===== src/rtl/alu_div_seq.sv =====
// Iterative radix-2 restoring divider (DIV/DIVU) with start/busy/done handshake.
// Optional macro ALU_DIV_EARLY_OUT_EN: finish in one edge when |A| < |B|.
module alu_div_seq #(
    parameter int unsigned WIDTH = 32
) (
    input  logic             clk,
    input  logic             reset,
    input  logic             start,
    input  logic             Sign,
    input  logic [WIDTH-1:0] A,
    input  logic [WIDTH-1:0] B,
    output logic             busy,
    output logic             done,
    output logic [WIDTH-1:0] Q,
    output logic [WIDTH-1:0] R,
    output logic             Z,
    output logic             V,
    output logic             N,
    output logic             DZ
);

    localparam int unsigned CW = $clog2(WIDTH + 1);

    typedef enum logic [1:0] {S_IDLE, S_CALC, S_FIX, S_DONE} state_t;

    state_t state_q, state_d;

    logic [WIDTH-1:0] dvd_q, dvd_d;
    logic [WIDTH-1:0] dsr_q, dsr_d;
    logic [WIDTH-1:0] rem_q, rem_d;
    logic [CW-1:0]    cnt_q, cnt_d;
    logic             neg_q, neg_d;
    logic             aneg_q, aneg_d;
    logic             sgn_q, sgn_d;
    logic [WIDTH-1:0] q_q, q_d;
    logic [WIDTH-1:0] r_q, r_d;
    logic             z_q, z_d, v_q, v_d, n_q, n_d, dz_q, dz_d;

    logic [WIDTH-1:0] a_mag, b_mag;
    logic             b_zero, early;
    logic [WIDTH:0]   shifted;
    logic [WIDTH+1:0] trial;
    logic [WIDTH-1:0] q_fin, r_fin;

    assign a_mag  = (Sign && A[WIDTH-1]) ? -A : A;
    assign b_mag  = (Sign && B[WIDTH-1]) ? -B : B;
    assign b_zero = (B == '0);

`ifdef ALU_DIV_EARLY_OUT_EN
    assign early = (a_mag < b_mag);
`else
    assign early = 1'b0;
`endif

    // Dividend bits shift out of dvd_q's MSB while quotient bits shift into its LSB.
    assign shifted = {rem_q, dvd_q[WIDTH-1]};
    assign trial   = {1'b0, shifted} - {2'b00, dsr_q};
    assign q_fin   = neg_q  ? -dvd_q : dvd_q;
    assign r_fin   = aneg_q ? -rem_q : rem_q;

    always_ff @(posedge clk or posedge reset) begin
        if (reset) begin
            state_q <= S_IDLE;
        end else begin
            state_q <= state_d;
        end
    end

    always_comb begin
        state_d = state_q;
        case (state_q)
            S_IDLE: begin
                if (start) begin
                    if (b_zero || early) state_d = S_DONE;
                    else                 state_d = S_CALC;
                end
            end
            S_CALC:  if (cnt_q == CW'(1)) state_d = S_FIX;
            S_FIX:   state_d = S_DONE;
            S_DONE:  state_d = S_IDLE;
            default: state_d = S_IDLE;
        endcase
    end

    always_comb begin
        busy = (state_q == S_CALC) || (state_q == S_FIX);
        done = (state_q == S_DONE);
    end

    always_comb begin
        dvd_d  = dvd_q;
        dsr_d  = dsr_q;
        rem_d  = rem_q;
        cnt_d  = cnt_q;
        neg_d  = neg_q;
        aneg_d = aneg_q;
        sgn_d  = sgn_q;
        q_d    = q_q;
        r_d    = r_q;
        z_d    = z_q;
        v_d    = v_q;
        n_d    = n_q;
        dz_d   = dz_q;
        case (state_q)
            S_IDLE: begin
                if (start) begin
                    if (b_zero) begin
                        q_d  = '1;
                        r_d  = A;
                        z_d  = 1'b0;
                        v_d  = 1'b0;
                        n_d  = 1'b0;
                        dz_d = 1'b1;
                    end else if (early) begin
                        q_d  = '0;
                        r_d  = A;
                        z_d  = 1'b1;
                        v_d  = 1'b0;
                        n_d  = 1'b0;
                        dz_d = 1'b0;
                    end else begin
                        dvd_d  = a_mag;
                        dsr_d  = b_mag;
                        rem_d  = '0;
                        cnt_d  = CW'(WIDTH);
                        neg_d  = Sign & (A[WIDTH-1] ^ B[WIDTH-1]);
                        aneg_d = Sign & A[WIDTH-1];
                        sgn_d  = Sign;
                    end
                end
            end
            S_CALC: begin
                if (trial[WIDTH+1]) rem_d = shifted[WIDTH-1:0];
                else                rem_d = trial[WIDTH-1:0];
                dvd_d = {dvd_q[WIDTH-2:0], ~trial[WIDTH+1]};
                cnt_d = cnt_q - CW'(1);
            end
            S_FIX: begin
                q_d  = q_fin;
                r_d  = r_fin;
                z_d  = (q_fin == '0);
                // Only most-negative / -1 yields a positive magnitude with the MSB set.
                v_d  = sgn_q & ~neg_q & dvd_q[WIDTH-1];
                n_d  = neg_q & (dvd_q != '0);
                dz_d = 1'b0;
            end
            default: ;
        endcase
    end

    always_ff @(posedge clk or posedge reset) begin
        if (reset) begin
            dvd_q  <= '0;
            dsr_q  <= '0;
            rem_q  <= '0;
            cnt_q  <= '0;
            neg_q  <= 1'b0;
            aneg_q <= 1'b0;
            sgn_q  <= 1'b0;
            q_q    <= '0;
            r_q    <= '0;
            z_q    <= 1'b0;
            v_q    <= 1'b0;
            n_q    <= 1'b0;
            dz_q   <= 1'b0;
        end else begin
            dvd_q  <= dvd_d;
            dsr_q  <= dsr_d;
            rem_q  <= rem_d;
            cnt_q  <= cnt_d;
            neg_q  <= neg_d;
            aneg_q <= aneg_d;
            sgn_q  <= sgn_d;
            q_q    <= q_d;
            r_q    <= r_d;
            z_q    <= z_d;
            v_q    <= v_d;
            n_q    <= n_d;
            dz_q   <= dz_d;
        end
    end

    assign Q  = q_q;
    assign R  = r_q;
    assign Z  = z_q;
    assign V  = v_q;
    assign N  = n_q;
    assign DZ = dz_q;

endmodule


===== config.mk =====
export PLATFORM = sky130hd
export DESIGN_NAME = alu_div_seq
export DESIGN_NICKNAME = d
export VERILOG_FILES = /design/src/rtl/alu_div_seq.sv
export SDC_FILE = /design/constraint.sdc
export NUM_CORES = 1
export LEC_CHECK = 0
export BUFFER_PORTS_ARGS = -buffer_cell sky130_fd_sc_hd__buf_2
export CAP_MARGIN = 20
export CORE_AREA = 4 4 158 160
export DETAILED_ROUTE_END_ITERATION = 6
export DIE_AREA = 0 0 162 164
export MAX_ROUTING_LAYER = met4
export PLACE_DENSITY = 0.74
export SYNTH_ARGS = -nofsm -noshare
export SYNTH_HDL_FRONTEND = slang
export SYNTH_SLANG_ARGS = --single-unit

===== constraint.sdc =====
create_clock -name clk -period 13.8 [get_ports clk]
set_input_delay 2.76 -clock clk [delete_from_list [all_inputs] [get_ports clk]]
set_output_delay 2.76 -clock clk [all_outputs]
set_load 0.05 [all_outputs]

==> results_dict.tcl, run 1 <==
set metrics [dict create \
    drive_gt1_share_pct 13.06 \
    cts.path.max_buffers 2 \
    fmax_ghz 0.1414 \
    grt_pass1_wl_um 49270 \
    area_growth_pct 13.14 \
    critical_path.endpoint_type "flop" \
    intPower_w 0.0008663 \
    setup_viol 0 \
    clockPowerShare_pct 48.5 \
    viasPerCell 5.769 \
    ant_nets 0 \
    max_slew.worst_pin.slew_ns 0.9391 \
    rows 56 \
    cts.sinks 175 \
    crit_chain "buf_2 > nor4_1 > nand4_1 > or4_1 > nor2_1 > nand2_1 > nand3_1 > o21ai_1 > nand2_1 > o21ai_0" \
    fin_ws_ns 6.726 \
    hold_viol 0 \
    cts_buffers 17 \
    num_vias 10550 \
    fin_crit_sh_pct 51.26 \
    die-area_sq_mm 0.02657 \
    io_buffers 137 \
    postCtsSetupBuffers 0 \
    setup_tns_ns 0 \
    post-route-util_pct 56.15 \
    finalMaxSlewViolations 0 \
    r2r-start "dvd_q[31]$_DFFE_PP0P_" \
    grt_max_degree 104 \
    antenna_found_initial 1 \
    h-tree-depth 4 \
    post_cts_resized 0 \
    yosys-top-cells-area "dfrtp_1 38%, o21ai_0 7.9%, xor2_1 7.5%, nand2_1 5.4%, a21oi_1 4.9%" \
    initial_utilization_pct 49.63 \
    clk_pin_slew_ns 0.06 \
    drc_errors 0 \
    worstSetupPathType "in2reg" \
    synth_top_area_share_pct 37.70 \
    die_y_um 164 \
    worst-endpoint-arrival_ns 7.32 \
    slew_headroom_pct 37.25 \
    maxCapViolations 0 \
    worst_clock_skew_ns 0.01222 \
    cp_max_fo 29 \
    status "finished, final reports clean" \
    syn_inst 1419 \
    slowest_delay_ns 0.86 \
    switching_power_w 0.0002467 \
    firstDrtPassIters 5 \
    slowest_stage "nand2_1" \
    cts_tree "yes" \
    gr-total-overflow 0 \
    grt_pass1_vias 9794 \
    hold_class "reg2reg" \
    p_sw_share_pct 22.17 \
    synth_top_area_cell "dfrtp_1" \
    avgSynthCellArea_sq_um 8.185 \
    cts_hold_buffers 0 \
    min_period_ns 7.074 \
    ys_ff_latch 175 \
    ys_seq_area_share_pct 37.70 \
    p_comb_share_pct 5.4 \
    gp_congestion 0.9194 \
    syn_nets 1531 \
    p_per_area_mw_per_mm2 84.69 \
    hp-start "dsr_q[21]$_DFFE_PP0P_" \
    required_ns 14.05 \
    ios 138 \
    yosys_warnings 0 \
    cp_common_cell "nand2_1" \
    core_sq_mm 0.02340 \
    routedWlPerCell_um 16.46 \
    power.leakage_nw 5.456 \
    crit_path_start "B[2]" \
    pre_cts_slack_ns 6.367 \
    dp_hpwl_um 22170 \
    track_usage_pct 23.17 \
    worst_setup_path_start_kind "primary input" \
    first_iter_violations 1028 \
    root_buffer "clkbuf_16" \
    power_frac_seq_pct 46.1 \
    synth_edf_count 0 \
    synth_area_sq_mm 0.01161 \
    yosysUniqueCellTypes 60 \
    synth_flop_cell "dfrtp_1" \
    synthArstFlopShare_pct 100.0 \
    rsz0062_at_grt "no" \
    die_w_um 162 \
    clkLatencyLatePin_ns 0.43 \
    drt_wl_total_um 30080 \
    peakVddDrop_uv 58.89 \
    p_total_w 0.001113 \
    fin_nets 1607 \
]
Yosys cell counts (2+ instances only):
| cell | n |
|---|---|
| and3_1 | 4 |
| or2_2 | 3 |
| clkbuf_1 | 68 |
| a31oi_1 | 40 |
| o31ai_1 | 25 |
| or4_1 | 16 |
| inv_1 | 59 |
| a21oi_1 | 113 |
| buf_2 | 13 |
| a22oi_1 | 19 |
| nor3_1 | 16 |
| a32oi_1 | 15 |
| nor4_1 | 11 |
| o21ai_1 | 5 |
| xnor2_1 | 51 |
| o21a_1 | 4 |
| or4_4 | 2 |
| o32ai_1 | 2 |
| dfrtp_1 | 175 |
| nor2_1 | 129 |
| buf_6 | 2 |
| a41oi_1 | 2 |
| mux2i_1 | 10 |
| a221o_1 | 2 |
| xor2_1 | 99 |
| nor2b_1 | 7 |
| and2_1 | 4 |
| nand2_1 | 168 |
| a21o_1 | 13 |
| o21ai_0 | 184 |
| nand4_1 | 4 |
| or3_1 | 15 |
| ha_1 | 43 |
| o41ai_1 | 17 |
| nand2b_1 | 20 |
| or3_4 | 2 |
| buf_1 | 5 |
| nand3_1 | 21 |
| o22ai_1 | 10 |
per-layer routing:
| layer | part of all wire, % | GRT usage [%] | vias up |
|---|---|---|---|
| li1 | - | - | 5169 |
| met1 | 45 | 30.93 | 4959 |
| met2 | 47 | 37.50 | 366 |
| met3 | 5.7 | 2.735 | 52 |
| met4 | 2.3 | 6.997 | 0 |
| met5 | 0 | - | - |
final cells by class:
cell class	instances	area [sq um]
Fill cell	2175	10260
Clock buffer	19	452.9
Antenna cell	1	2.502
Timing Repair Buffer	146	753.2
Sequential cell	175	4379
Tap cell	319	399.1
Multi-Input combinational cell	1096	6718
Inverter	59	226.5
Clock inverter	13	210.2
worst paths after layout:
kind / end / slack (ns) / cells after the start
setup / recovery: rem_q[10]$_DFFE_PP0P_ / 6.73 / 10
hold / removal: dsr_q[21]$_DFFE_PP0P_ / 0.48 / 2
setup reg to reg: rem_q[30]$_DFFE_PP0P_ / 9.66 / 13
hold reg to reg: dsr_q[21]$_DFFE_PP0P_ / 0.48 / 2
max in group asynchronous: rem_q[22]$_DFFE_PP0P_ / 9.81 / 3
min in group asynchronous: Q[1]$_DFFE_PP0P_ / 2.53 / 2
kinds of logic (layout without fill, tap and decap cells):
group,Yosys count,count (layout),share of synthesized area (%)
mux,10,10,0.8618
simple gates,429,429,16.84
other cells,0,1,0
buf+inv,148,237,5.063
flops,175,175,37.70
fa+ha+maj,44,44,4.805
xor+xnor,150,150,11.31
compound gates,463,463,23.42
cells in the final DEF (no fill, tap or decap), drive strengths merged, types with 5 or more instances in the layout:
| cell type | n |
|---|---|
| o21ai | 189 |
| dfrtp | 175 |
| nand2 | 168 |
| buf | 146 |
| nor2 | 129 |
| a21oi | 113 |
| xor2 | 99 |
| inv | 60 |
| xnor2 | 51 |
| ha | 43 |
| a31oi | 40 |
| o31ai | 25 |
| nand3 | 21 |
| nand2b | 20 |
| a22oi | 19 |
| clkbuf | 19 |
| or4 | 18 |
| o41ai | 17 |
| or3 | 17 |
| nor3 | 16 |
| a32oi | 15 |
| a21o | 13 |
| nor4 | 12 |
| mux2i | 10 |
| o22ai | 10 |
| nor2b | 7 |
| bufinv | 5 |
| or2 | 5 |
| clkinv | 5 |
through the flow:
stage          hold WS, ns  instance area [sq um]  instances
2_1_floorplan       0.4460                  11610       1419
3_3_place_gp        0.4620                  12480       1795
3_5_place_dp        0.4698                  12480       1795
4_1_cts             0.4844                  13140       1827
5_1_grt             0.5119                  13140       1828
6_report            0.4793                  13140       1828
registers in the layout, indices dropped and copies added, names as in the netlist:
name,count
sgn_q,1
neg_q,1
state_q,2
Q,32
DZ,1
V,1
rem_q,32
N,1
dvd_q,32
cnt_q,6
aneg_q,1
dsr_q,32
Z,1
R,32
worst max-delay path: cells and delay by family:
kind / cells / cell delay [ns]
and+or+nand+nor: 7 / 3.62
buffers and inverters: 1 / 0.13
AOI/OAI and AO/OA: 2 / 0.80
power by group through the flow:
stage / clock network, W / registers, W / logic [W]
final: 0.000540 / 0.000513 / 0.0000600
after global routing: 0.000571 / 0.000512 / 0.0000671
after CTS: 0.000546 / 0.000513 / 0.0000607
after detailed placement: 0 / 0.000523 / 0.0000605
after global placement: 0 / 0.000523 / 0.0000598
after floorplan: 0 / 0.000523 / 0.0000330
(Power assumes the default switching activity.)
==> run 2: changes to the inputs <==
==> constraint.sdc (replaced) <==
create_clock -name clk -period 6.6 [get_ports clk]
set_input_delay 1.32 -clock clk [delete_from_list [all_inputs] [get_ports clk]]
set_output_delay 1.32 -clock clk [all_outputs]
set_load 0.05 [all_outputs]
==> results_dict.tcl, run 2 (synthesized netlist as in run 1, its figures left out) <==
set metrics [dict create \
    track_usage_pct 22.48 \
    gr-total-overflow 0 \
    slowest_stage "nor4_1" \
    die-area_sq_mm 0.02657 \
    cts_hold_buffers 0 \
    fmax_ghz 0.2037 \
    maxCapViolations 0 \
    intPower_w 0.001703 \
    reg2reg_depth 12 \
    cts_buffers 17 \
    hold_class "reg2reg" \
    grt_pass1_wl_um 47870 \
    hold_viol 0 \
    power_frac_seq_pct 48.5 \
    crit_family "simple AND/OR/NAND/NOR gates" \
    crit_chain "buf_2 > nor4_1 > nand4_1 > or4_1 > nor4_1 > nor2_4 > buf_4 > nand2_1 > nor2_1 > a221o_1" \
    core_sq_mm 0.02340 \
    p_per_area_mw_per_mm2 168.8 \
    drive_gt1_share_pct 13.05 \
    p_sw_share_pct 22.93 \
    critical_path.endpoint_type "flop" \
    dp_hpwl_um 21600 \
    worst_clock_skew_ns 0.01702 \
    h-tree-depth 4 \
    viasPerCell 5.699 \
    place_area_sq_mm 0.01251 \
    r2r-start "dvd_q[31]$_DFFE_PP0P_" \
    rows 56 \
    area_growth_pct 12.73 \
    cts.path.max_buffers 2 \
    required_ns 6.92 \
    r2r_end "rem_q[31]$_DFFE_PP0P_" \
    power.leakage_nw 5.442 \
    design_area_sq_mm 0.01309 \
    slew_headroom_pct 31.60 \
    drc_errors 0 \
    final_cell_mix "184 x o21ai_0, 175 x dfrtp_1, 168 x nand2_1" \
    post_cts_resized 0 \
    peakVddDrop_uv 132.3 \
    p_comb_share_pct 5.7 \
    worst-endpoint-arrival_ns 5.23 \
    ios 138 \
    hp-start "R[17]$_DFFE_PP0P_" \
    fin_nets 1610 \
    cts.sinks 175 \
    rrSetupSlack_ns 2.50 \
    slowest_delay_ns 0.91 \
    rsz0062_at_grt "no" \
    cp_max_fo 49 \
    fin_crit_sh_pct 74.38 \
    setup_viol 0 \
    finalMaxSlewViolations 0 \
    nFillCells 2182 \
    worst-path-buf-inv 2 \
    cp_common_cell "nor4_1" \
    initial_utilization_pct 49.63 \
    switching_power_w 0.0005068 \
    cts_tree "yes" \
    grt_max_degree 102 \
    clk_pin_slew_ns 0.07 \
    p_total_w 0.002210 \
    antenna_found_initial 2 \
    die_w_um 162 \
    die_y_um 164 \
    first_iter_violations 852 \
    routedWlPerCell_um 15.99 \
    dp_cells 1798 \
    root_buffer "clkbuf_16" \
    worstSetupPathType "in2reg" \
    gp_congestion 0.9292 \
    worst_setup_path_start_kind "primary input" \
    postCtsSetupBuffers 0 \
    clockPowerShare_pct 45.8 \
    layout_commonest_cell "o21ai_0" \
    io_buffers 137 \
    min_period_ns 4.909 \
    ant_nets 0 \
    holdPathStages 2 \
    drt_wl_total_um 29270 \
    max_slew.worst_pin.slew_ns 1.017 \
    whs_endpoint "R[17]$_DFFE_PP0P_" \
    post-route-util_pct 55.95 \
    num_vias 10430 \
    clkLatencyLatePin_ns 0.44 \
    setup_tns_ns 0 \
    grt_pass1_vias 9675 \
    status "finished, final reports clean" \
    firstDrtPassIters 5 \
    stdcell_count 1831 \
]
run 2: worst max-delay path by stage:
stage	startpoint	end	cells past startpoint
4_1_cts	B[2]	dvd_q[19]$_DFFE_PP0P_	11
2_1_floorplan	reset	DZ$_DFFE_PP0P_	1
5_1_grt	B[2]	dvd_q[19]$_DFFE_PP0P_	11
3_3_place_gp	B[2]	rem_q[31]$_DFFE_PP0P_	11
6_report	B[2]	dvd_q[5]$_DFFE_PP0P_	10
3_5_place_dp	B[2]	dvd_q[19]$_DFFE_PP0P_	11
run 2: metal layers:
layer | vias up | global-route usage [%] | wire length, um
met4 | 0 | 7.958 | 790
li1 | 5188 | - | -
met3 | 48 | 3.513 | 1680
met2 | 347 | 35.73 | 13550
met5 | - | - | 0
met1 | 4851 | 29.53 | 13250
run 2: power groups by stage:
stage	clock, W	sequential, W	combinational (W)
after global routing	0.00107	0.00107	0.000140
after detailed placement	0	0.00109	0.000126
after CTS	0.00102	0.00107	0.000126
after floorplan	0	0.00109	0.0000689
final	0.00101	0.00107	0.000125
after global placement	0	0.00109	0.000124
run 2: layout make-up:
| type | instances | area [sq um] | area share (%) |
|---|---|---|---|
| Clock buffer | 22 | 474.2 | 3.622 |
| Inverter | 59 | 226.5 | 1.730 |
| Tap cell | 319 | 399.1 | 3.048 |
| Antenna cell | 2 | 5.005 | 0.03822 |
| Sequential cell | 175 | 4379 | 33.44 |
| Timing Repair Buffer | 149 | 783.3 | 5.982 |
| Clock inverter | 9 | 108.9 | 0.8313 |
| Multi-Input combinational cell | 1096 | 6718 | 51.30 |
run 2: tightest hold or removal path, cell delays in order, from the launching register on:
cell and delay [ns]:
dfrtp_1 0.34, nand2_1 0.04, o21ai_0 0.06
run 2: stage by stage:
| stage | hold WS [ns] | worst slack, ns |
|---|---|---|
| after floorplan | 0.4460 | 0.5348 |
| after global placement | 0.4621 | 1.336 |
| after detailed placement | 0.4657 | 1.268 |
| after CTS | 0.4803 | 1.726 |
| after global routing | 0.5073 | 1.308 |
| final | 0.4783 | 1.691 |
==> run 3: changes to the inputs <==
==> constraint.sdc (replaced) <==
create_clock -name clk -period 5.09 [get_ports clk]
set_input_delay 1.018 -clock clk [delete_from_list [all_inputs] [get_ports clk]]
set_output_delay 1.018 -clock clk [all_outputs]
set_load 0.05 [all_outputs]
==> results_dict.tcl, run 3 (synthesized netlist as in run 1, its figures left out) <==
set metrics [dict create \
    power.leakage_nw 5.467 \
    worstSetupPathType "in2reg" \
    post-route-util_pct 56.30 \
    rrSetupSlack_ns 1.02 \
    die_w_um 162 \
    cts_buffers 17 \
    multi_input_area_sq_mm 0.006718 \
    p_per_area_mw_per_mm2 220.3 \
    rsz0062_at_grt "no" \
    fin_nets 1615 \
    first_iter_violations 949 \
    gp_congestion 0.9023 \
    initial_utilization_pct 49.63 \
    worst-endpoint-arrival_ns 4.55 \
    hold_viol 0 \
    layout_commonest_cell "o21ai_0" \
    cts_tree "yes" \
    drt_wl_total_um 29510 \
    crit_chain "buf_2 > nor4_1 > nand4_1 > or4_1 > nor2_1 > nand2_1 > nand3_1 > o21ai_1 > buf_4 > nand2_1 > buf_12 > o22ai_1 > a21oi_1" \
    grt_max_degree 176 \
    place_area_sq_mm 0.01257 \
    whs_endpoint "R[3]$_DFFE_PP0P_" \
    worst_clock_skew_ns 0.008539 \
    gr-total-overflow 0 \
    final_cell_mix "184 x o21ai_0, 175 x dfrtp_1, 168 x nand2_1" \
    antenna_found_initial 3 \
    clk_pin_slew_ns 0.07 \
    reg2reg_depth 13 \
    slew_headroom_pct 33.38 \
    seqCellArea_sq_mm 0.004379 \
    ios 138 \
    drive_gt1_share_pct 13.40 \
    r2r-start "dvd_q[31]$_DFFE_PP0P_" \
    drc_errors 0 \
    viasPerCell 5.708 \
    cts_hold_buffers 0 \
    dp_hpwl_um 21970 \
    peakVddDrop_uv 148.2 \
    critical_path.endpoint_type "flop" \
    nFillCells 2202 \
    track_usage_pct 22.93 \
    holdPathStages 2 \
    fin_crit_sh_pct 82.36 \
    io_buffers 137 \
    area_growth_pct 13.44 \
    fmax_ghz 0.2385 \
    finalMaxSlewViolations 0 \
    num_vias 10490 \
    die_y_um 164 \
    design_area_sq_mm 0.01318 \
    rows 56 \
    grt_pass1_vias 9916 \
    setup_tns_ns 0 \
    routedWlPerCell_um 16.06 \
    p_total_w 0.002903 \
    postCtsSetupBuffers 0 \
    setup_viol 0 \
    cp_common_cell "nand2_1" \
    hold_class "reg2reg" \
    h-tree-depth 4 \
    ant_nets 0 \
    grtUsageMet2_pct 37.14 \
    core_sq_mm 0.02340 \
    firstDrtPassIters 5 \
    slowest_delay_ns 0.65 \
    post_cts_resized 0 \
    grt_pass1_wl_um 48800 \
    root_buffer "clkbuf_16" \
    min_period_ns 4.192 \
    maxCapViolations 0 \
    busiest_layer "met2" \
    slowest_stage "nor4_1" \
    cts.sinks 175 \
    clkLatencyLatePin_ns 0.44 \
    die-area_sq_mm 0.02657 \
    grtUsageMet1_pct 30.02 \
    status "finished, final reports clean" \
    cp_max_fo 21 \
    r2r_end "rem_q[30]$_DFFE_PP0P_" \
    required_ns 5.45 \
    worst_setup_path_start_kind "primary input" \
    cts.path.max_buffers 2 \
    grtUsageMet3_pct 2.936 \
    max_slew.worst_pin.slew_ns 0.9970 \
    hp-start "R[3]$_DFFE_PP0P_" \
]
[run 3: cell types whose count changed in the layout (fill, tap and decap cells not counted)]
cell and delta:
clkinvlp_4 +4, buf_12 +3, buf_4 +3, clkinv_4 -2
inv_6 -2, buf_8 -1, bufinv_16 +1, clkbuf_1 -1
clkbuf_8 -1, clkinv_2 +1, diode_2 +1
[run 3: routing by layer]
metal  routed length, um  vias up
li1                    -     5194
met1               13310     4920
met2               13990      316
met3                1545       56
met4                 658        0
met5                   0        -
[run 3: area by class of cell]
class | instances | area share (%)
Inverter | 59 | 1.709
Clock inverter | 11 | 1.064
Clock buffer | 20 | 3.466
Multi-Input combinational cell | 1096 | 50.98
Tap cell | 319 | 3.029
Sequential cell | 175 | 33.24
Timing Repair Buffer | 154 | 6.457
Antenna cell | 3 | 0.05697
[run 3: stage by stage]
step / hold WS (ns) / setup slack, ns / cells
floorplan: 0.4460 / 1.435 / 1419
global placement: 0.4606 / 0.7283 / 1803
detailed placement: 0.4653 / 0.5466 / 1803
CTS: 0.4807 / 0.9768 / 1834
global route: 0.5102 / 0.7015 / 1837
finish: 0.4770 / 0.8977 / 1837
[run 3: critical path, delay by kind of cell]
family	cells	cell delay, ns
AND/OR/NAND/NOR	7	2.67
AO/OA/AOI/OAI	3	0.30
buffers and inverters	3	0.53
[run 3: how the worst max path moves through the flow]
stage,start,to,slack (ns)
detailed placement,B[2],cnt_q[5]$_DFFE_PP0P_,0.55
global placement,B[2],dvd_q[25]$_DFFE_PP0P_,0.73
floorplan,B[14],dvd_q[5]$_DFFE_PP0P_,1.44
finish,B[2],dvd_q[24]$_DFFE_PP0P_,0.90
global route,B[2],dvd_q[19]$_DFFE_PP0P_,0.70
CTS,B[2],cnt_q[5]$_DFFE_PP0P_,0.98
[run 3: report_power, final]
part	leakage, nW	total, W	switching (W)	internal [W]
clock network	0.284	0.00135	0.000558	0.000792
logic	3.12	0.000163	0.000103	0.0000593
registers	2.06	0.00139	0	0.00139
